File: config.mk
export PLATFORM = sky130hd
export DESIGN_NAME = mem_arbiter_flat
export DESIGN_NICKNAME = d
export VERILOG_FILES = /design/src/rtl/mem_arb_pkg.sv /design/src/rtl/mem_arbiter_if.sv /design/src/rtl/mem_arb_rr2.sv /design/src/rtl/mem_arbiter.sv /design/src/flat_wrapper.sv
export SDC_FILE = /design/constraint.sdc
export NUM_CORES = 1
export LEC_CHECK = 0
export BUFFER_PORTS_ARGS = -buffer_cell sky130_fd_sc_hd__buf_2
export CAP_MARGIN = 30
export CORE_UTILIZATION = 43
export CTS_BUF_LIST = sky130_fd_sc_hd__clkbuf_2
export CTS_CLUSTER_DIAMETER = 60
export DETAILED_ROUTE_END_ITERATION = 8
export PLACE_DENSITY = 0.81
export SLEW_MARGIN = 5
export SYNTH_ARGS = -nofsm -noshare
export SYNTH_HDL_FRONTEND = slang
export SYNTH_HIERARCHICAL = 1
export SYNTH_SLANG_ARGS = --single-unit
File: constraint.sdc
create_clock -name clock -period 1.5 [get_ports clock]
set_input_delay 0.075 -clock clock [delete_from_list [all_inputs] [get_ports clock]]
set_output_delay 0.075 -clock clock [all_outputs]
set_load 0.01 [all_outputs]
File: src/rtl/mem_arb_pkg.sv
// Shared types and constants for the two-port memory arbiter.
// Port indices also serve as bit positions in the one-hot grant vector.
package mem_arb_pkg;

  typedef enum logic [1:0] {
    IDLE   = 2'd0,
    ACCESS = 2'd1,
    DONE   = 2'd2
  } state_t;

  localparam int PORT_IFETCH = 0;
  localparam int PORT_LSU    = 1;

  // Width of the access-cycle counter; never narrower than one bit.
  function automatic int cnt_width(input int latency);
    int w;
    w = $clog2(latency);
    return (w < 1) ? 1 : w;
  endfunction

endpackage

File: src/rtl/mem_arbiter_if.sv
// One requester's view of the shared memory.
// The requester drives the command; the arbiter returns read data and a done pulse.
interface mem_arbiter_if #(
  parameter int ADDR_WIDTH = 32,
  parameter int DATA_WIDTH = 32
);
  logic                  req;
  logic                  we;
  logic [ADDR_WIDTH-1:0] addr;
  logic [DATA_WIDTH-1:0] wdata;
  logic [DATA_WIDTH-1:0] rdata;
  logic                  ready;

  modport master (
    output req, we, addr, wdata,
    input  rdata, ready
  );

  modport slave (
    input  req, we, addr, wdata,
    output rdata, ready
  );
endinterface

File: src/rtl/mem_arb_rr2.sv
// Two-way round-robin pick: on a tie the port that did not win last time is chosen.
module mem_arb_rr2
  import mem_arb_pkg::*;
(
  input  logic       i_req0,
  input  logic       i_req1,
  input  logic       i_last_grant,
  output logic [1:0] o_winner
);

  logic w_pick_lsu;

  assign w_pick_lsu = i_req1 && (!i_req0 || (i_last_grant == 1'b0));

  always_comb begin
    o_winner              = 2'b00;
    o_winner[PORT_IFETCH] = i_req0 && !w_pick_lsu;
    o_winner[PORT_LSU]    = w_pick_lsu;
  end

endmodule

File: src/rtl/mem_arbiter.sv
// Arbitrates two requesters onto a single-port fixed-latency memory, holding each
// command for MEM_LATENCY cycles and pulsing ready to the owner afterwards.
module mem_arbiter
  import mem_arb_pkg::*;
#(
  parameter int MEM_LATENCY = 10,
  parameter int ADDR_WIDTH  = 32,
  parameter int DATA_WIDTH  = 32
) (
  input  logic                  clock,
  input  logic                  reset,
  mem_arbiter_if.slave          port0,
  mem_arbiter_if.slave          port1,
  output logic [1:0]            grant,
  output logic                  mem_read,
  output logic                  mem_write,
  output logic [ADDR_WIDTH-1:0] mem_address,
  output logic [DATA_WIDTH-1:0] mem_write_data,
  input  logic [DATA_WIDTH-1:0] mem_read_data
);

  localparam int              CNT_W      = cnt_width(MEM_LATENCY);
  localparam logic [CNT_W-1:0] LAST_COUNT = CNT_W'(MEM_LATENCY - 1);

  state_t                r_state;
  logic [1:0]            r_grant;
  logic                  r_last_grant;
  logic [CNT_W-1:0]      r_count;
  logic                  r_mem_read;
  logic                  r_mem_write;
  logic [ADDR_WIDTH-1:0] r_mem_address;
  logic [DATA_WIDTH-1:0] r_mem_write_data;
  logic [DATA_WIDTH-1:0] r_rdata0;
  logic [DATA_WIDTH-1:0] r_rdata1;
  logic                  r_ready0;
  logic                  r_ready1;

  logic [1:0]            w_winner;
  logic                  w_sel_lsu;
  logic                  w_sel_we;
  logic [ADDR_WIDTH-1:0] w_sel_addr;
  logic [DATA_WIDTH-1:0] w_sel_wdata;

  mem_arb_rr2 u_rr2 (
    .i_req0       (port0.req),
    .i_req1       (port1.req),
    .i_last_grant (r_last_grant),
    .o_winner     (w_winner)
  );

  assign w_sel_lsu   = w_winner[PORT_LSU];
  assign w_sel_we    = w_sel_lsu ? port1.we    : port0.we;
  assign w_sel_addr  = w_sel_lsu ? port1.addr  : port0.addr;
  assign w_sel_wdata = w_sel_lsu ? port1.wdata : port0.wdata;

  always_ff @(posedge clock) begin
    if (reset) begin
      r_state          <= IDLE;
      r_grant          <= 2'b00;
      r_last_grant     <= 1'b1;
      r_count          <= '0;
      r_mem_read       <= 1'b0;
      r_mem_write      <= 1'b0;
      r_mem_address    <= '0;
      r_mem_write_data <= '0;
      r_rdata0         <= '0;
      r_rdata1         <= '0;
      r_ready0         <= 1'b0;
      r_ready1         <= 1'b0;
    end else begin
      case (r_state)
        IDLE: begin
          if (w_winner != 2'b00) begin
            r_grant          <= w_winner;
            r_last_grant     <= w_sel_lsu;
            r_count          <= '0;
            r_mem_read       <= ~w_sel_we;
            r_mem_write      <= w_sel_we;
            r_mem_address    <= w_sel_addr;
            r_mem_write_data <= w_sel_wdata;
            r_state          <= ACCESS;
          end
        end
        ACCESS: begin
          r_count <= r_count + 1'b1;
          if (r_count == LAST_COUNT) begin
            r_mem_read  <= 1'b0;
            r_mem_write <= 1'b0;
            r_ready0    <= r_grant[PORT_IFETCH];
            r_ready1    <= r_grant[PORT_LSU];
            // Writes leave the requester's last read value untouched.
            if (!r_mem_write) begin
              if (r_grant[PORT_IFETCH]) r_rdata0 <= mem_read_data;
              if (r_grant[PORT_LSU])    r_rdata1 <= mem_read_data;
            end
            r_state <= DONE;
          end
        end
        DONE: begin
          r_ready0 <= 1'b0;
          r_ready1 <= 1'b0;
          r_grant  <= 2'b00;
          r_state  <= IDLE;
        end
        default: r_state <= IDLE;
      endcase
    end
  end

  assign grant          = r_grant;
  assign mem_read       = r_mem_read;
  assign mem_write      = r_mem_write;
  assign mem_address    = r_mem_address;
  assign mem_write_data = r_mem_write_data;
  assign port0.rdata    = r_rdata0;
  assign port0.ready    = r_ready0;
  assign port1.rdata    = r_rdata1;
  assign port1.ready    = r_ready1;

endmodule
File: src/flat_wrapper.sv
// flat-port wrapper written by rule: the top's interface ports become plain ports
module mem_arbiter_flat import mem_arb_pkg::*;
#(
  parameter int MEM_LATENCY = 10,
  parameter int ADDR_WIDTH  = 32,
  parameter int DATA_WIDTH  = 32
)
  (clock, reset, grant, mem_read, mem_write, mem_address, mem_write_data, mem_read_data, port0_req, port0_we, port0_addr, port0_wdata, port0_rdata, port0_ready, port1_req, port1_we, port1_addr, port1_wdata, port1_rdata, port1_ready);
  mem_arbiter_if #(.ADDR_WIDTH(ADDR_WIDTH), .DATA_WIDTH(DATA_WIDTH)) port0_i ();
  mem_arbiter_if #(.ADDR_WIDTH(ADDR_WIDTH), .DATA_WIDTH(DATA_WIDTH)) port1_i ();
  input  logic clock;
  input  logic reset;
  output logic [1:0] grant;
  output logic mem_read;
  output logic mem_write;
  output logic [ADDR_WIDTH-1:0] mem_address;
  output logic [DATA_WIDTH-1:0] mem_write_data;
  input  logic [DATA_WIDTH-1:0] mem_read_data;
  input wire logic [$bits(port0_i.req)-1:0] port0_req;
  input wire logic [$bits(port0_i.we)-1:0] port0_we;
  input wire logic [$bits(port0_i.addr)-1:0] port0_addr;
  input wire logic [$bits(port0_i.wdata)-1:0] port0_wdata;
  output wire logic [$bits(port0_i.rdata)-1:0] port0_rdata;
  output wire logic [$bits(port0_i.ready)-1:0] port0_ready;
  input wire logic [$bits(port1_i.req)-1:0] port1_req;
  input wire logic [$bits(port1_i.we)-1:0] port1_we;
  input wire logic [$bits(port1_i.addr)-1:0] port1_addr;
  input wire logic [$bits(port1_i.wdata)-1:0] port1_wdata;
  output wire logic [$bits(port1_i.rdata)-1:0] port1_rdata;
  output wire logic [$bits(port1_i.ready)-1:0] port1_ready;
  assign port0_i.req = port0_req;
  assign port0_i.we = port0_we;
  assign port0_i.addr = port0_addr;
  assign port0_i.wdata = port0_wdata;
  assign port0_rdata = port0_i.rdata;
  assign port0_ready = port0_i.ready;
  assign port1_i.req = port1_req;
  assign port1_i.we = port1_we;
  assign port1_i.addr = port1_addr;
  assign port1_i.wdata = port1_wdata;
  assign port1_rdata = port1_i.rdata;
  assign port1_ready = port1_i.ready;
  mem_arbiter #(.MEM_LATENCY(MEM_LATENCY), .ADDR_WIDTH(ADDR_WIDTH), .DATA_WIDTH(DATA_WIDTH)) u_core (.clock(clock), .reset(reset), .port0(port0_i), .port1(port1_i), .grant(grant), .mem_read(mem_read), .mem_write(mem_write), .mem_address(mem_address), .mem_write_data(mem_write_data), .mem_read_data(mem_read_data));
endmodule
== Word-level counts from Yosys, hierarchy flattened ==
Index checks and enable logic that the tools add are counted.
Word-level totals
  logic and storage cells: 58
  input bits: 166
  register bits: 141
Cells by class
  mux-type cells: 19
  equal/unequal tests: 5
  bitwise operators: 3
  add/subtract/negate cells: 1
  reductions and logical operators: 18
Operators by type and width (number)
  32-bit two-way mux: 2
  2-bit AND reduction: 5
  1-bit one-hot mux with 2 select lines: 4
  2-bit one-hot mux with 2 select lines: 2
  4-bit one-hot mux with 2 select lines: 1
  4-bit AND reduction: 2
  2-bit nonzero test: 4
  1-bit two-way mux: 6
  2-bit two-way mux: 3
  4-bit by 1-bit adder with 4-bit output (second input constant): 1
  4-bit == test (second input constant): 1
  4-bit two-way mux: 1
  2-bit by 1-bit inequality test with 1-bit output (second input constant): 2
  1-bit NOT: 3
  3-bit AND reduction: 1
  2-bit by 1-bit == test with 1-bit output (second input constant): 1
  2-bit == test (second input constant): 1
  1-bit logical AND: 2
  1-bit zero test: 2
  2-bit zero test: 1
  1-bit logical OR: 1

== Logic depth before layout (Yosys ltp) ==
  depth after elaboration: 8
  gate-level depth with buffers: 9
  gate-level depth less buffers: 5

== By module ==
Netlist, hierarchy kept.
Modules (own cells, without submodules)
  mem_arbiter: area an instance 6274.8 sq um, cells an instance 654, instances 1, sequential area each 2822.7 sq um
  mem_arb_rr2: area an instance 26.3 sq um, cells an instance 4, instances 1, sequential area each 0.0 sq um

== Worst setup path before layout ==
OpenSTA, ideal clock, no wires.
  kind: register -> register
  start point: register u_core.r_last_grant
  end point: register u_core.r_mem_address[29], in the netlist u_core/mem_address[29]
  stages on the path, launching flop included: 10
  period minus slack after synthesis: 1608 ps
  arrival: 1474 ps
  required time: 1366 ps
  setup slack: -108 ps
  library setup time: 134 ps
  path through: dfxtp_1 -> a21boi_1 -> buf_4 -> buf_2 -> or2_1 -> buf_2 -> buf_4 -> buf_4 -> a21oi_1 -> a211oi_1
Between the ends
  cells in the longest elaborated chain, start to end: 7
Ends and longest elaborated chain
  start: declaration: RTL line mem_arbiter.sv:27  | logic r_last_grant;
  start signal: assignment: RTL line mem_arbiter.sv:75  | r_last_grant <= w_sel_lsu;
  1-bit NOT *: RTL line mem_arb_rr2.sv:13  | assign w_pick_lsu = i_req1 && (!i_req0 || (i_last_grant == 1'b0));
  1-bit logical OR *: RTL line mem_arb_rr2.sv:13
  1-bit logical AND *: RTL line mem_arb_rr2.sv:13
  net u_core.u_rr2.w_pick_lsu: RTL line mem_arb_rr2.sv:11  | logic w_pick_lsu;
  1-bit zero test: RTL line mem_arb_rr2.sv:17  | o_winner[PORT_IFETCH] = i_req0 && !w_pick_lsu;
  1-bit logical AND: RTL line mem_arb_rr2.sv:17
  2-bit nonzero test: RTL line mem_arbiter.sv:73  | if (w_winner != 2'b00) begin
  2-bit AND reduction (no line)
  end signal: assignment: RTL line mem_arbiter.sv:79  | r_mem_address <= w_sel_addr;
  end: declaration: RTL line mem_arbiter.sv:31  | logic [ADDR_WIDTH-1:0] r_mem_address;
Mark *: on every way through the listed nets, which the timed path passes. The rest lies on a longest branch.
A chain may end at the register's enable or synchronous reset.

== Final worst setup path ==
  start point: register u_core.r_last_grant
  end point: register u_core.r_mem_write_data[7], in the netlist u_core/mem_write_data[7]
Between the ends
  cells in the longest elaborated chain, start to end: 7
Ends and longest elaborated chain
  1-bit NOT *: RTL line mem_arb_rr2.sv:13
  1-bit logical OR *: RTL line mem_arb_rr2.sv:13
  1-bit logical AND *: RTL line mem_arb_rr2.sv:13
  net u_core.w_winner[1]: RTL line mem_arbiter.sv:38  | logic [1:0] w_winner;
  1-bit zero test: RTL line mem_arb_rr2.sv:17
  1-bit logical AND: RTL line mem_arb_rr2.sv:17
  2-bit nonzero test: RTL line mem_arbiter.sv:73
  2-bit AND reduction (no line)
  end signal: assignment: RTL line mem_arbiter.sv:80  | r_mem_write_data <= w_sel_wdata;
  end: declaration: RTL line mem_arbiter.sv:32  | logic [DATA_WIDTH-1:0] r_mem_write_data;
Marks and branches as above.

==> results list <==
- Run status: complete, but fails checks
* Violations in the final reports: setup timing
- In this run the tightest slew margin relative to its limit is 0.489.
* Vias post-DR: 7953
- At the end of the flow the core is filled with cells to 0.760.
- The via count of the first global-routing pass came to 7298.
- Min cycle time layout: 1.86 ns
- Peak supply drop: 0.576 mV
- Total count of max-transition violations in the final report: 0
* Die area: 15100 sq um
- The worst hold path belongs to the class input pin to register.
- Highest Clock Rate: 537 MHz
- Clock Sink Count: 141
* HPWL after detailed placement: 13300 um
- CP endpoint: u_core/mem_write_data[7]
* Count of endpoints failing hold in the final timing report: 0
- Transition at the pin with the smallest max-transition slack: 0.745 ns
* Post-route ant nets: 0
- The critical path is of the register to register type.
* Clock slew seen by the registers of the worst setup and hold paths: 0.22 ns
- Synth Area in Simple Gates: 0.122
* Number of nets in the layout: 1299
- Smallest setup slack after layout: -0.362 ns
- In this run the deepest clock path goes through 2 buffers.
* Mapped Area: 6300 sq um
- Final clock period utilization by the worst path: 1.24
- Max-Cap Viols: 0
- For this block, the initial DRC count from the detailed router was 848.
- Arrival time worst endpoint: 2.45 ns
- Post-synthesis sequential element count: 141
* Syn-to-layout area delta: 70.0%
- Initial antenna violation count: 7
- Fraction of the mapped netlist area in compound gates: 0.202
- PortBufs: 299
- Wires add up to 30400 um.
- The first detailed-routing pass ran for 5 iterations.
- Setup violations remaining at the end of the flow were counted as 68.
- In the final routed layout, each cell accounts on average for 22.9 um.
* Final worst clock skew: 0.0326 ns
- Most common library cell in the layout ignoring fill and taps: sky130_fd_sc_hd__buf_2
* Combinational family with the most area after synthesis: compound AO/OA/AOI/OAI gates
- In the routed layout, each cell is associated on average with a via count of 5.98.
- In the layout the commonest cells are sky130_fd_sc_hd__buf_2 (297), sky130_fd_sc_hd__dlygate4sd3_1 (165), sky130_fd_sc_hd__dfxtp_1 (131), sky130_fd_sc_hd__a21oi_1 (86), sky130_fd_sc_hd__mux2i_1 (84).
- Hold is met by 0.132 ns.
- In this run the vertical extent of the chip is 123 um.
- TritonCTS buffer count: 17
- The cell count after synthesis came out at 658.
- Beginning of the worst register-to-register path: u_core/r_last_grant
* Post-Synth Adder-Cell Area: 0.00397
- Setup total negative slack: -6.56 ns
- In this run the mean area of a mapped cell was 9.58 sq um.
- Static Leakage: 0.00464 uW
* Worst reg-to-reg setup slack: -0.36 ns
- At the worst endpoint, the required time is 2.09 ns.
- Type of origin of the critical path: register
- Pin placement for this block handled 300 I/O pins.
* CTS tree: done
- OpenSTA, run right after detailed placement, puts the worst setup slack at 0.0305 ns.
* Number of library cell types mapped by synthesis: 40
* Global-route usage over all layers: 0.328
* Top fanout value on the critical path: 19
* Ys Warns: 6
- Root Buffer: sky130_fd_sc_hd__clkbuf_2
- Setup repair after global routing missed its margin: yes
- Launching instance or port of the critical path: u_core/r_last_grant
* Post-Synthesis Net Count: 826
- Dividing total power by cell area gives a power density of 834 nW/um^2.
- Placeable core region: 14100 sq um
- The first global-routing pass estimated 37800 um of wire.
- Row count: 43
- In this run the horizontal extent of the chip is 123 um.
* Initial Util: 0.447
* Fraction of the yosys area taken by sequential cells: 0.448
* Insertion delay of the later-clocked pin in the worst-skew pair: 0.72 ns
* H-Tree Depth: 4
- For the worst flop-to-flop path, the logic depth is 5.
- The congestion estimate from routability-driven global placement came to 0.841.
- Post-synthesis share of cell area spent on xor and xnor gates: 0
- Remaining Overflow, GRT: 0
- In the final layout, the share of cells above drive strength 1 is 0.414.
* Reg-to-reg endpoint: u_core/mem_write_data[7]
- Total DRC errors in the routed layout: 0
* Largest net degree at the start of global routing: 63
- The portion of synthesized area spent on multiplexers is 0.156.
- CP endpoint kind: register
## worst max-delay path, stage by stage, from the launching register on
cell and delay (ns):
sky130_fd_sc_hd__dfxtp_4 0.40, sky130_fd_sc_hd__a21boi_4 0.29, sky130_fd_sc_hd__or2_4 0.25, sky130_fd_sc_hd__buf_6 0.23, sky130_fd_sc_hd__a21oi_2 0.09, sky130_fd_sc_hd__a211oi_2 0.48
## power breakdown
part,switching (uW),total [uW],internal [uW],leakage (uW)
registers,199,4190,3990,0.00116
clock network,1440,2030,587,0.000127
logic,1400,2720,1320,0.00336
total,3040,8930,5890,0.00464
## flip-flops by register name, summed over array words and instances (netlist names)
signal                 cells
u_core/grant               2
u_core/mem_address        32
u_core/mem_read            1
u_core/mem_write           1
u_core/mem_write_data     32
u_core/port0.rdata        32
u_core/port0.ready         1
u_core/port1.rdata        32
u_core/port1.ready         1
u_core/r_count             4
u_core/r_last_grant        1
u_core/r_state             2
## cell type report
type / count / area [sq um]
diodes: 7 / 17.5
clock buffers: 19 / 95.1
clock inverters: 12 / 100
fillers: 823 / 3390
inverters: 4 / 15.0
multi-input cells: 442 / 3410
flip-flops and latches: 141 / 2840
well taps: 180 / 225
repair buffers: 525 / 4010
## synth_stat cells
| cell | n | area (sq um) |
|---|---|---|
| sky130_fd_sc_hd__nand4b_1 | 1 | 8.76 |
| sky130_fd_sc_hd__and3b_1 | 1 | 8.76 |
| sky130_fd_sc_hd__dfxtp_1 | 141 | 2820 |
| sky130_fd_sc_hd__buf_6 | 4 | 45.0 |
| sky130_fd_sc_hd__o21ai_0 | 29 | 145 |
| sky130_fd_sc_hd__ha_1 | 2 | 25.0 |
| sky130_fd_sc_hd__buf_1 | 1 | 3.75 |
| sky130_fd_sc_hd__and4_4 | 1 | 11.3 |
| sky130_fd_sc_hd__nand2_1 | 3 | 11.3 |
| sky130_fd_sc_hd__nand3b_1 | 1 | 7.51 |
| sky130_fd_sc_hd__nand2b_1 | 72 | 450 |
| sky130_fd_sc_hd__nor2b_4 | 1 | 13.8 |
| sky130_fd_sc_hd__a221o_1 | 1 | 10.0 |
| sky130_fd_sc_hd__nor3_1 | 1 | 5.00 |
| sky130_fd_sc_hd__a21o_1 | 1 | 7.51 |
| sky130_fd_sc_hd__or4_1 | 1 | 7.51 |
| sky130_fd_sc_hd__a21oi_1 | 103 | 515 |
| sky130_fd_sc_hd__clkbuf_1 | 26 | 97.6 |
| sky130_fd_sc_hd__clkbuf_4 | 2 | 15.0 |
| sky130_fd_sc_hd__inv_1 | 4 | 15.0 |
| sky130_fd_sc_hd__o211ai_1 | 4 | 30.0 |
| sky130_fd_sc_hd__or2_1 | 2 | 12.5 |
| sky130_fd_sc_hd__a21boi_1 | 2 | 15.0 |
| sky130_fd_sc_hd__buf_8 | 3 | 45.0 |
| sky130_fd_sc_hd__o41ai_1 | 2 | 17.5 |
| sky130_fd_sc_hd__mux2i_1 | 97 | 971 |
| sky130_fd_sc_hd__a211oi_1 | 64 | 480 |
| sky130_fd_sc_hd__a221oi_2 | 1 | 15.0 |
| sky130_fd_sc_hd__nand3_1 | 34 | 170 |
| sky130_fd_sc_hd__a31o_1 | 1 | 8.76 |
| sky130_fd_sc_hd__o21ai_1 | 4 | 20.0 |
| sky130_fd_sc_hd__nor2_2 | 1 | 6.26 |
| sky130_fd_sc_hd__a22oi_1 | 1 | 7.51 |
| sky130_fd_sc_hd__buf_2 | 21 | 105 |
| sky130_fd_sc_hd__mux2_2 | 1 | 11.3 |
| sky130_fd_sc_hd__nand4bb_1 | 1 | 11.3 |
| sky130_fd_sc_hd__nand4_1 | 1 | 6.26 |
| sky130_fd_sc_hd__nor2_1 | 7 | 26.3 |
| sky130_fd_sc_hd__buf_4 | 14 | 105 |
| sky130_fd_sc_hd__nor4bb_1 | 1 | 10.0 |
## metal layers
metal | vias to the layer above | track usage | share of wire
met2 | 733 | 0.555 | 0.46
met4 | 2 | 0.233 | 0.081
met3 | 260 | 0.0899 | 0.12
met1 | 3623 | 0.355 | 0.34
li1 | 3335 | - | -
met5 | - | 0 | 0.00043
## through the flow
stage,total power (uW),area (sq um),instances
global placement,5820,8080,1101
floorplan,5150,6360,658
CTS,8190,9970,1298
global route,9220,10700,1328
finish,8930,10700,1330
detailed placement,5850,8080,1101
## worst min path at each step
| stage | slack, ns | start | endpoint | cells past startpoint |
|---|---|---|---|---|
| global placement | 0.35 | mem_read_data[13] | u_core/port1.rdata[13] | 3 |
| CTS | 0.07 | mem_read_data[22] | u_core/port1.rdata[22] | 4 |
| global route | 0.06 | mem_read_data[19] | u_core/port0.rdata[19] | 4 |
| detailed placement | 0.35 | mem_read_data[13] | u_core/port1.rdata[13] | 3 |
| floorplan | 0.23 | mem_read_data[0] | u_core/port1.rdata[0] | 2 |
| finish | 0.13 | mem_read_data[22] | u_core/port1.rdata[22] | 4 |
## what timing repair did
item                                    4_1_cts  5_1_grt
endpoints found under the setup margin       14      138
endpoints found under the hold margin       140        0
pin swaps                                     2       31
resized for setup                             4       85
hold buffers                                165        0
buffers inserted                              0       15
gates cloned                                  1       11
## logic make-up (layout without fill, tap and decap cells)
logic type               Yosys count  after routing
other                              0              7
AO/OA/AOI/OAI                    213            213
buffers and inverters             75            560
adder cells (fa/ha/maj)            2              2
multiplexers                      98             98
AND/OR/NAND/NOR                  129            129
flip-flops                       141            141
Power figures use the tool's default switching activity.
